### src/rtl/stream_mux_rr.sv
// ============================================================================
// stream_mux_rr
//
// N-channel, W-bit stream multiplexer with valid/ready handshaking,
// packet-locked arbitration and a single registered output stage.
//
// Arbitration scans for the next requesting channel in one IDLE cycle. The
// winner then holds the grant until its beat with in_last is accepted, so the
// beats of one packet are never interleaved with another channel's beats.
// There is one bubble cycle between packets.
//
// Build option:
//   STREAM_MUX_FIXED_PRIO_EN  - when defined, arbitration is strict fixed
//                               priority (lowest asserted index wins) and no
//                               round-robin pointer is kept. When undefined
//                               (default), arbitration is round-robin
//                               starting after the last served channel.
//
// Parameters:
//   BUS_WIDTH  data width per channel
//   NUM_CH     number of input channels (2..16)
//   SEL_W      derived channel-index width (not overridable)
//
// Ports:
//   clk        clock, rising edge
//   rst        synchronous active-high reset
//   in_data    packed channel data, channel i at [i*BUS_WIDTH +: BUS_WIDTH]
//   in_valid   per-channel valid
//   in_last    per-channel end-of-packet, qualified by in_valid
//   in_ready   per-channel ready (combinational from state and out_ready)
//   out_data   registered output data
//   out_valid  registered output valid
//   out_last   registered end-of-packet
//   out_sel    channel that produced the current out_data
//   out_ready  downstream ready
// ============================================================================
module stream_mux_rr #(
    parameter  int BUS_WIDTH = 8,
    parameter  int NUM_CH    = 4,
    localparam int SEL_W     = $clog2(NUM_CH)
) (
    input  logic                        clk,
    input  logic                        rst,
    input  logic [NUM_CH*BUS_WIDTH-1:0] in_data,
    input  logic [NUM_CH-1:0]           in_valid,
    input  logic [NUM_CH-1:0]           in_last,
    output logic [NUM_CH-1:0]           in_ready,
    output logic [BUS_WIDTH-1:0]        out_data,
    output logic                        out_valid,
    output logic                        out_last,
    output logic [SEL_W-1:0]            out_sel,
    input  logic                        out_ready
);

    typedef enum logic {
        IDLE   = 1'b0,
        LOCKED = 1'b1
    } state_t;

    state_t               state_q, state_d;
    logic [SEL_W-1:0]     grant_q, grant_d;
`ifndef STREAM_MUX_FIXED_PRIO_EN
    logic [SEL_W-1:0]     rr_ptr_q, rr_ptr_d;
`endif

    logic [BUS_WIDTH-1:0] out_data_q, out_data_d;
    logic                 out_valid_q, out_valid_d;
    logic                 out_last_q, out_last_d;
    logic [SEL_W-1:0]     out_sel_q, out_sel_d;

    logic [BUS_WIDTH-1:0] ch_data [NUM_CH];
    logic                 load_en;
    logic                 in_xfer;
    logic                 arb_found;
    logic [SEL_W-1:0]     arb_idx;
    logic [SEL_W-1:0]     arb_cand;

    always_comb begin
        for (int i = 0; i < NUM_CH; i++) begin
            ch_data[i] = in_data[i*BUS_WIDTH +: BUS_WIDTH];
        end
    end

    // The output register can accept a beat when empty or draining this cycle.
    assign load_en = !out_valid_q || out_ready;
    assign in_xfer = (state_q == LOCKED) && in_valid[grant_q] && load_en;

    // ------------------------------------------------------------------
    // Arbiter: first requesting channel in scan order.
    // ------------------------------------------------------------------
    always_comb begin
        arb_found = 1'b0;
        arb_idx   = '0;
        arb_cand  = '0;
        for (int k = 0; k < NUM_CH; k++) begin
`ifdef STREAM_MUX_FIXED_PRIO_EN
            arb_cand = SEL_W'(k);
`else
            // Start just after the last served channel, wrapping at NUM_CH.
            arb_cand = SEL_W'((32'(rr_ptr_q) + 32'd1 + 32'(k)) % 32'(NUM_CH));
`endif
            if (!arb_found && in_valid[arb_cand]) begin
                arb_found = 1'b1;
                arb_idx   = arb_cand;
            end
        end
    end

    // ------------------------------------------------------------------
    // FSM: state register (with grant, pointer and output register)
    // ------------------------------------------------------------------
    always_ff @(posedge clk) begin
        if (rst) begin
            state_q     <= IDLE;
            grant_q     <= '0;
`ifndef STREAM_MUX_FIXED_PRIO_EN
            rr_ptr_q    <= SEL_W'(NUM_CH - 1);
`endif
            out_data_q  <= '0;
            out_valid_q <= 1'b0;
            out_last_q  <= 1'b0;
            out_sel_q   <= '0;
        end else begin
            state_q     <= state_d;
            grant_q     <= grant_d;
`ifndef STREAM_MUX_FIXED_PRIO_EN
            rr_ptr_q    <= rr_ptr_d;
`endif
            out_data_q  <= out_data_d;
            out_valid_q <= out_valid_d;
            out_last_q  <= out_last_d;
            out_sel_q   <= out_sel_d;
        end
    end

    // ------------------------------------------------------------------
    // FSM: next-state logic
    // ------------------------------------------------------------------
    always_comb begin
        state_d  = state_q;
        grant_d  = grant_q;
`ifndef STREAM_MUX_FIXED_PRIO_EN
        rr_ptr_d = rr_ptr_q;
`endif
        case (state_q)
            IDLE: begin
                if (arb_found) begin
                    state_d = LOCKED;
                    grant_d = arb_idx;
                end
            end
            LOCKED: begin
                // Grant is released only once the final beat is accepted.
                if (in_xfer && in_last[grant_q]) begin
                    state_d  = IDLE;
`ifndef STREAM_MUX_FIXED_PRIO_EN
                    rr_ptr_d = grant_q;
`endif
                end
            end
            default: state_d = IDLE;
        endcase
    end

    // ------------------------------------------------------------------
    // FSM: outputs (ready back to the granted producer)
    // ------------------------------------------------------------------
    always_comb begin
        in_ready = '0;
        if (state_q == LOCKED && load_en) begin
            in_ready[grant_q] = 1'b1;
        end
    end

    // Output register: load on input transfer, otherwise empty on drain.
    always_comb begin
        out_data_d  = out_data_q;
        out_valid_d = out_valid_q;
        out_last_d  = out_last_q;
        out_sel_d   = out_sel_q;
        if (in_xfer) begin
            out_data_d  = ch_data[grant_q];
            out_last_d  = in_last[grant_q];
            out_sel_d   = grant_q;
            out_valid_d = 1'b1;
        end else if (out_ready) begin
            out_valid_d = 1'b0;
        end
    end

    assign out_data  = out_data_q;
    assign out_valid = out_valid_q;
    assign out_last  = out_last_q;
    assign out_sel   = out_sel_q;

endmodule
### config.mk
export PLATFORM = sky130hd
export DESIGN_NAME = stream_mux_rr
export DESIGN_NICKNAME = d
export VERILOG_FILES = /design/src/rtl/stream_mux_rr.sv
export SDC_FILE = /design/constraint.sdc
export NUM_CORES = 1
export LEC_CHECK = 0
export BUFFER_PORTS_ARGS = -buffer_cell sky130_fd_sc_hd__buf_2
export CORE_MARGIN = 5
export CORE_UTILIZATION = 43
export CTS_CLUSTER_SIZE = 14
export DETAILED_ROUTE_END_ITERATION = 7
export PLACE_DENSITY_LB_ADDON = 0.1
export SLEW_MARGIN = 20
export SYNTH_ARGS = -nofsm -noshare
export SYNTH_HDL_FRONTEND = slang
export SYNTH_SLANG_ARGS = --single-unit
### constraint.sdc
create_clock -name clk -period 2 [get_ports clk]
set_clock_uncertainty 0.05 [all_clocks]
set_input_delay 0.4 -clock clk [delete_from_list [all_inputs] [get_ports clk]]
set_output_delay 0.4 -clock clk [all_outputs]
set_load 0.02 [all_outputs]
# Yosys cells after proc, flatten, opt, wreduce, memory -nomap -nowiden
# Cells that the tools add are included.
# word_totals
regBits	17
latchBits	0
mem_bits_rw	0
romBits	0
inputBits	43
word_cells	67
memories	0
# op_classes
add_sub_neg	4
mul	0
div	0
order_cmp	7
n_eq_ne	0
shift	0
muxes	31
n_bitwise	2
reduce_logical	16
# op_table
cell	count
8-bit binary-select mux with 2-bit select	1
8-bit 2-to-1 mux	2
2-bit by 3-bit less-than comparator with 1-bit output, second input constant	5
1-bit 2-to-1 mux	15
1-bit binary-select mux with 2-bit select	6
1-bit logical AND	8
2-bit 2-to-1 mux	4
2-bit by 1-bit adder with 2-bit output, second input constant	2
2-bit adder, second input constant	2
1-bit logical NOT	4
4-bit 2-to-1 mux	1
2-bit AND reduction	2
3-bit greater-or-equal comparator, second input constant	1
2-bit NOT with 3-bit output	1
1-bit demux with 2-bit select	1
2-bit by 1-bit greater-or-equal comparator with 1-bit output, second input constant	1
1-bit one-hot mux with 2 select lines	1
2-bit nonzero test	1
1-bit logical OR	1
1-bit NOT	1

# Depth between registers and ports, before layout
# logic_depth
word_depth	15
ltp_mapped	6

# Worst setup path after synthesis
# Ideal clock, no wire load.
# synth_path
path_type	flip-flop to output port
start	register grant_q[0]
end	output in_ready[1]
arrival_ps	1280
required_time_ps	1550
path_slack_ps	270
path_stages_with_launch	5
n_path_buf	2
path_cell_list	dfxtp_1 > buf_4 > buf_2 > inv_1 > nor3_1
# synth_via
elab_chain_cells	5
elab_cells_between_ends	6
# synth_rtl
element	line_no	text
from (decl)	61	logic [SEL_W-1:0] grant_q, grant_d;
from (signal assigned)	125	grant_q <= grant_d;
2-bit by 3-bit less-than comparator with 1-bit output (implied by the code) or 2-bit by 1-bit greater-or-equal comparator with 1-bit output (tied branches)	171	in_ready[grant_q] = 1'b1;
1-bit logical AND (implied by the code)	171	
1-bit 2-to-1 mux (implied by the code)	171	
1-bit demux with 2-bit select (*)	171	
4-bit 2-to-1 mux (*)	170	if (state_q == LOCKED && load_en) begin
to (decl)	47	output logic [NUM_CH-1:0] in_ready,
# Every way passes the cells marked *; elsewhere a longest branch is shown, timed or not.

# Final worst setup path
# Ends and elaborated chain as after synthesis.

==> metrics <==
Synth Instances between 100 and 150; peak ir drop on the vdd network between 300 and 400 µV; ANT cells 0; hold buffer count at cts 0; CTS tree built; Initial Utilization 45.8%; Worst Path Required between 1.5 and 2 ns; post-route clock period utilization 93.5%; count of cell types in the netlist 29; per-instance average area after synthesis ~9.9 µm²; Warnings, synthesis 0; power per unit of standard cell area 681 nW/µm²; total wire length roughly 2600 µm; total routing resource utilization after global routing 15.9%; aggregate negative setup slack 0 ns; share of synthesized flip-flops with an asynchronous set or reset 0%; number of nets with antenna violations after detailed routing 0; count of input and output buffers between 50 and 60; sum of overflow across all layers after global routing 0; most common library cell in the layout ignoring fill and taps buf_2; total of cells resized after clock tree synthesis 0; estimated wirelength of the detail-placed design 2100 µm; fraction of the yosys area taken by sequential cells between 30% and 40%; number of rows in the core area 17; transition time of the tightest slew-check pin between 0.3 and 0.4 ns; Arrival @ worst endpoint roughly 1.4 ns; class of the worst hold path primary input to flip-flop; cell area after technology mapping between 1000 and 1500 µm²; setup-violating endpoint count in the final report 0; 1st-iter DRT viols 8; Die Height slightly below 60 µm; maximum fanout count along the critical path 10; H-Tree Level Count 1; clk_lat worst skew 0.29 ns; Clk pin slew, worst setup/hold paths 0.10 ns; routability cong. approximately 0.76; global-route wire length before repair 4270 µm; number of global-route vias before repair approximately 1000; post-synthesis register bit count 17; maximum buffer depth of the clock tree 2; share of final-layout standard cells stronger than drive strength 1 a little under half; Die ar. between 3000 and 4000 µm²; CTS Sinks 17; Non-Filler Instances between 150 and 200; DR DRC count 0; length of the first detailed-routing pass in iterations 4; max-slew violation count 0; classification of the worst setup path flip-flop to output pin; Period minus WS final between 1.5 and 2 ns; Pleak a little under 0.7 nW; post-synthesis net count approximately 150; highest attainable clock frequency about 530 MHz; post-DR wirelength/cell 14.0 µm; CTS root buffer clkbuf_4; type of element capturing the critical path output pin; number of hold violations in the final report 0; commonest cells after routing, fill and taps aside 58 x buf_2, 17 x nor2_1, 17 x dfxtp_1; post-synthesis to final-layout area growth 31.3%; post-placement setup slack 0.103 ns; Core Footprint around 2200 µm²; Slew Limit Headroom about three quarters; vias post-DR ~990; width of the die 58.8 µm; RSZ-0062 raised after global routing false; number of synthesized flops with an enable pin 0; total of max-cap violations 0; CTS buffer count 3; worst setup slack after layout around 0.13 ns; number of vias per cell approximately 5.3; commonest register cell after synthesis dfxtp_1; number of antenna violations at the first check in global routing 0; post-layout net count about 200; sort of element at the start of the critical path flip-flop; Top Ports between 50 and 60; pin count of the biggest net entering global routing 18; Setup Fix Bufs, Post-CTS 0; Cells after DPL roughly 180; outcome finished, final reports clean
-- registers in the layout, indices dropped and copies added, names as in the netlist --
signal and cells:
grant_q 2, out_data 8, out_last 1, out_sel 2
out_valid 1, rr_ptr_q 2, state_q 1
-- critical path: stages, from the launching register on --
cell and delay, ns:
dfxtp_1 0.38, buf_4 0.23, inv_1 0.11, nor3_1 0.21
buf_2 0.20
-- stage by stage --
stage	utilization [%]	cell area, µm²	hold slack, ns	power, mW
3_5_place_dp	58.9	1320	0.414	0.744
4_1_cts	60.2	1340	0.403	0.925
3_3_place_gp	58.9	1320	0.419	0.736
5_1_grt	60.2	1340	0.435	0.971
6_report	60.2	1340	0.408	0.915
2_1_floorplan	-	1020	0.477	0.646
-- synth_stat cells, types with 2 or more instances --
library cell / count / area share, %
a211o_1: 3 / 2.6
inv_1: 4 / 1.5
o22ai_1: 2 / 1.2
mux4_2: 9 / 20
nor3_1: 3 / 1.5
dfxtp_1: 17 / 33
mux2i_1: 12 / 12
o21ai_0: 2 / 0.98
a311oi_1: 2 / 1.7
nor2_1: 17 / 6.2
o221ai_1: 2 / 1.7
clkbuf_1: 3 / 1.1
buf_6: 2 / 2.2
nand2b_1: 2 / 1.2
a21oi_1: 3 / 1.5
nand2_1: 6 / 2.2
nand3_1: 2 / 0.98
-- area by class of cell --
type	instances	area [µm²]
clock buffers	3	22.5
clock inverters	1	5.00
fillers	224	890
inverters	4	15.0
multi-input cells	73	613
flip-flops and latches	17	340
well taps	28	35.0
repair buffers	61	313
-- report_power, final --
group / internal, mW / switching (mW) / leakage [nW] / total, mW
clock: 0.0743 / 0.107 / 0.0177 / 0.182
sequential: 0.372 / 0.0272 / 0.139 / 0.400
combinational: 0.165 / 0.168 / 0.522 / 0.334
-- routing by layer --
layer  part of all wire (%)  GRT usage [%]
met3                    9.9           3.95
met5                      0              0
met1                     41           18.3
met4                    1.2           5.83
met2                     47           28.2
-- worst paths after layout --
check,from,end,slack (ns),depth (start not counted)
setup / recovery,grant_q[0],in_ready[1],0.13,4
hold / removal,in_valid[0],grant_q[0],0.41,4
setup reg to reg,grant_q[1],rr_ptr_q[0],0.27,4
hold reg to reg,out_last,out_last,0.42,2
-- cell families (layout without fill, tap and decap cells) --
| logic type | Yosys count | count (layout) | synth area share, % |
|---|---|---|---|
| flip-flops | 17 | 17 | 33.3 |
| multiplexers | 21 | 21 | 31.5 |
| buffers and inverters | 13 | 69 | 6.84 |
| AND/OR/NAND/NOR | 35 | 35 | 16.4 |
| AO/OA/AOI/OAI | 17 | 17 | 12.0 |
(Power assumes the default switching activity.)
